===== src/rtl/shape_sequencer.sv =====
// shape_sequencer: debounced key-driven 2-bit shape select with frame-aligned commits
// and an auto-cycle slideshow mode.
module shape_sequencer #(
  parameter int DEBOUNCE_CYCLES = 500000,
  parameter int DWELL_FRAMES    = 120
) (
  input  logic       clk,
  input  logic       resetn,
  input  logic       fkey,
  input  logic       bkey,
  input  logic       mkey,
  input  logic       frame_start,
  output logic [1:0] shape_sel,
  output logic       pending,
  output logic       auto_mode,
  output logic       commit
);
  localparam int CW = $clog2(DEBOUNCE_CYCLES + 1);
  localparam logic [CW-1:0] CNT_MAX = CW'(DEBOUNCE_CYCLES - 1);
  localparam logic [11:0] DWELL_MAX = 12'(DWELL_FRAMES - 1);
  typedef enum logic {IDLE, PEND} state_t;
  state_t state_q, state_d;
  logic [2:0] sync1_q, sync2_q, lvl_q, lvl_d, ev;
  logic [1:0] sel_q, sel_d, nsel_q, nsel_d;
  logic [11:0] dwell_q, dwell_d;
  logic auto_q, auto_d, commit_q, commit_d;
  always_ff @(posedge clk) begin
    if (!resetn) begin
      sync1_q <= '1;
      sync2_q <= '1;
      lvl_q   <= '1;
    end else begin
      sync1_q <= {mkey, bkey, fkey};
      sync2_q <= sync1_q;
      lvl_q   <= lvl_d;
    end
  end
  // bit 0 = forward, 1 = backward, 2 = mode; events fire on debounced release
  for (genvar k = 0; k < 3; k++) begin : g_db
    logic [CW-1:0] cnt_q, cnt_d;
    logic flip;
    assign flip = (sync2_q[k] != lvl_q[k]) && (cnt_q == CNT_MAX);
    assign cnt_d = (sync2_q[k] == lvl_q[k] || flip) ? '0 : cnt_q + 1'b1;
    assign lvl_d[k] = lvl_q[k] ^ flip;
    assign ev[k] = flip & ~lvl_q[k];
    always_ff @(posedge clk) begin
      if (!resetn) cnt_q <= '0;
      else cnt_q <= cnt_d;
    end
  end
  always_comb begin
    sel_d    = sel_q;
    nsel_d   = nsel_q;
    dwell_d  = dwell_q;
    commit_d = 1'b0;
    auto_d   = auto_q ^ ev[2];
    if (frame_start && state_q == PEND) begin
      sel_d    = nsel_q;
      commit_d = 1'b1;
      dwell_d  = '0;
    end else if (frame_start && auto_q) begin
      if (dwell_q == DWELL_MAX) begin
        sel_d    = sel_q + 2'd1;
        nsel_d   = sel_q + 2'd1;
        commit_d = 1'b1;
        dwell_d  = '0;
      end else dwell_d = dwell_q + 12'd1;
    end
    // same-cycle key events land after any commit, so they wait for the next frame
    nsel_d  = nsel_d + {ev[1] & ~ev[0], ev[0] ^ ev[1]};
    dwell_d = auto_d ? dwell_d : '0;
    state_d = (nsel_d != sel_d) ? PEND : IDLE;
  end
  always_ff @(posedge clk) begin
    if (!resetn) begin
      state_q  <= IDLE;
      sel_q    <= '0;
      nsel_q   <= '0;
      dwell_q  <= '0;
      auto_q   <= 1'b0;
      commit_q <= 1'b0;
    end else begin
      state_q  <= state_d;
      sel_q    <= sel_d;
      nsel_q   <= nsel_d;
      dwell_q  <= dwell_d;
      auto_q   <= auto_d;
      commit_q <= commit_d;
    end
  end
  assign shape_sel = sel_q;
  assign pending   = (state_q == PEND);
  assign auto_mode = auto_q;
  assign commit    = commit_q;
endmodule


===== config.mk =====
export PLATFORM = sky130hd
export DESIGN_NAME = shape_sequencer
export DESIGN_NICKNAME = d
export VERILOG_FILES = /design/src/rtl/shape_sequencer.sv
export SDC_FILE = /design/constraint.sdc
export NUM_CORES = 1
export LEC_CHECK = 0
export CORE_ASPECT_RATIO = 1.5
export CORE_MARGIN = 2
export CORE_UTILIZATION = 45
export CTS_CLUSTER_DIAMETER = 40
export DETAILED_ROUTE_END_ITERATION = 16
export HOLD_SLACK_MARGIN = 0.1
export MAX_ROUTING_LAYER = met4
export PLACE_DENSITY = 0.68
export SLEW_MARGIN = 40
export SYNTH_ARGS = -nofsm -noshare
export SYNTH_HDL_FRONTEND = slang
export SYNTH_SLANG_ARGS = --single-unit
export TNS_END_PERCENT = 50

===== constraint.sdc =====
create_clock -name clk -period 7.8 [get_ports clk]
set_clock_uncertainty 0.2 [all_clocks]
set_input_delay 1.95 -clock clk [delete_from_list [all_inputs] [get_ports clk]]
set_output_delay 1.95 -clock clk [all_outputs]
set_load 0.01 [all_outputs]

==> summary.txt <==
Logic synthesis
  • Gate count after technology mapping: 418
  • Area leader, netlist: dfxtp_1
  • Primary FF master, synth: dfxtp_1
  • Post-Syn Area per Cell: ~8.8 um^2
  • Post-synthesis cell type count: 39
  • Synth Register Bits: 85
  • Netlist Area Pre-Place: 3665 um^2
  • Async SR Flop Fraction: 0%
  • Post-synth top area share: 46.43%
  • Post-synth EDFFs: 0
  • Ys Warns: 0
  • Register area share after synthesis: 46.43%
  • Synth Net Count: 430
  • Largest cells by area after synthesis: dfxtp_1 46%, xor2_1 9.6%, nor2_1 9.2%, xnor2_1 6.2%, nand2_1 3.7%

GRT
  • Largest net degree at the start of global routing: 20
  • Total track usage: 16.39%
  • First-pass GRT wire length: 11350 um
  • Initial antenna violation count: 0
  • Vias in the first global route: 2724
  • Total gr overflow: 0

Die
  • Core area: 7958 um^2
  • Die height: 114.5 um
  • Die ar.: 8897 um^2
  • FP Rows: 40
  • Die Wd: 77.69 um
  • IO Pins: 11
  • Initial Utilization: 46.05%

STA
  • Fmax: 240.7 MHz
  • Final count of hold timing violations: 0
  • Worst slew pin tran: about 0.71 ns
  • Period utilization: 53.26%
  • Fin worst setup slack: 3.646 ns
  • Setup TNS: 0 ns
  • Tmin final: 4.154 ns
  • Slew Limit Fails: 0
  • Slew headroom: 52.86%
  • RSZ-0062 raised after global routing: false
  • Final setup fails: 0

Clock tree
  • CTS-repair resized insts: 0
  • Clk sinks: between 80 and 90
  • Clock slew at reported path FFs: ~0.060 ns
  • # Post-CTS Setup Buffers: 0
  • Clock Tree Root: clkbuf_16
  • Worst-Skew Late Latency: roughly 0.33 ns
  • Total clock buffers created by CTS: 9
  • Max Buffers Root-to-Sink: 2
  • Post-cts hold buffer count: 0
  • CTS tree: yes
  • CTS H-tree depth: 3

Job
  • Max_cap viols: 0

Power
  • Leakage: 1.352 nW
  • Peak supply drop: 0.0001283 V
  • Pwr/cell area: 205.4 nW/um^2

Detailed routing
  • DRC viols: 0
  • Drt wl/cell: 11.61 um
  • Final ANT Viol Nets: 0
  • Final wirelength: 6295 um
  • Initial detailed-routing violation count: 106
  • DR vias: 2720
  • DR vias/cell: 5.018
  • Drt pass-1 iters: 4

Finish
  • Area growth syn-to-layout: 13.21%
  • Layout cells sized above 1: 5.492%
  • N_diodes: 0
  • Nets@finish: 444
  • Final core utilization: 52.14%
  • Final Cell Area: 4149 um^2

Worst hold path
  • Hold Path Class: register to register

Setup path
  • Worst path arrival time: 4.18 ns
  • Kind of critical path: input pin to register
  • Worst EP required: 7.82 ns
  • Crit-path max FO: 6
  • CP startpoint kind: input pin
  • CP Capture Type: register

Placed design
  • Detail Placement HPWL: 4483 um
  • Input/output buffers: 10
  • DP Worst Slack: 3.312 ns
  • Placer Congestion: 0.8048
  • Area after DPL: between 3000 and 4000 um^2

Run status
  • Outcome: finished clean
-- cell usage in the layout (no fill, tap or decap), types with 2 or more instances in the layout --
master,n
a21oi_1,5
clkdlybuf4s50_1,10
nand3b_1,2
xnor2_1,26
nor4_1,3
nor4b_1,5
o21ai_0,4
clkbuf_16,9
xor2_1,40
and4_1,3
nor3_1,8
and3_1,8
clkinv_2,3
nor2_1,90
dfxtp_1,85
or4_4,2
nand3_1,25
and2_1,6
ha_1,6
nand2_1,36
nand4_1,13
inv_1,10
mux2i_1,3
nand2b_1,8
or3_1,7
clkbuf_8,2
-- path summary, 6_finish.rpt --
path,start,endpoint,slack (ns),depth (start not counted)
worst max-delay path,frame_start,pending$_SDFF_PN0_,3.65,9
worst min-delay path,sync1_q[1]$_SDFF_PN1_,sync2_q[1]$_SDFF_PN1_,0.21,1
worst min register to register,sync1_q[1]$_SDFF_PN1_,sync2_q[1]$_SDFF_PN1_,0.21,1
worst max register to register,dwell_q[7]$_SDFFE_PP0P_,pending$_SDFF_PN0_,4.86,8
-- critical path: stages --
cell	delay (ns)
clkdlybuf4s50_1	0.56
nand3b_1	0.10
or4_4	0.44
mux2_2	0.29
ha_1	0.20
xnor2_1	0.22
xnor2_2	0.15
xor2_1	0.17
a21oi_1	0.08
-- through the flow --
step | cells | hold slack (ns) | total power [mW]
global placement | 526 | 0.1892 | 0.4689
global route | 542 | 0.2231 | 0.8850
detailed placement | 526 | 0.1945 | 0.4692
finish | 542 | 0.2060 | 0.8523
CTS | 542 | 0.2087 | 0.8649
floorplan | 418 | 0.1863 | 0.4606
-- logic make-up (layout without fill, tap and decap cells) --
group / Yosys count / in the layout / synth area share (%)
flops: 85 / 85 / 46.43
fa+ha+maj: 6 / 6 / 2.048
mux: 4 / 4 / 1.127
xor+xnor: 67 / 67 / 16.22
compound gates: 15 / 15 / 2.697
buf+inv: 17 / 36 / 1.741
simple gates: 224 / 224 / 29.74
-- cell type report --
class,count,area [um^2]
timing repair buffer,10,100.1
multi-input combinational,316,1899
clock buffer,12,256.5
fill,725,3809
clock inverter,4,22.52
inverter,10,37.54
tap,105,131.4
sequential,85,1702
-- flip-flops by register name, indices dropped and copies added, names as in the netlist, named ones only --
register	cells
sync1_q	3
auto_mode	1
dwell_q	12
pending	1
g_db.cnt_q	57
nsel_q	2
shape_sel	2
commit	1
sync2_q	3
-- where the power goes --
| part | internal (mW) | switching (mW) |
|---|---|---|
| Sequential | 0.438 | 0.00265 |
| Clock | 0.231 | 0.162 |
| Combinational | 0.00958 | 0.00944 |
| Total | 0.679 | 0.174 |
-- cells in the mapped netlist, drive strengths merged, types with 2 or more instances --
library cell	n
o21ai	4
a211oi	2
xor2	40
dfxtp	85
nand3	25
nor4b	5
xnor2	27
nor3	8
nor4	3
or3	7
mux2i	3
and3	8
ha	6
inv	10
nand2	36
nand4	13
and4	3
or4	3
nand3b	2
nor2	90
a21oi	5
and2	7
nand2b	8
clkbuf	7
-- metal layers --
metal	part of all wire, %	track usage [%]	wire (um)
met2	51	28.74	3202
met1	44	16.86	2775
met3	2.5	3.628	155
met5	0	-	0
met4	2.6	8.929	161
Note: power is estimated with default switching activity, not from simulation.
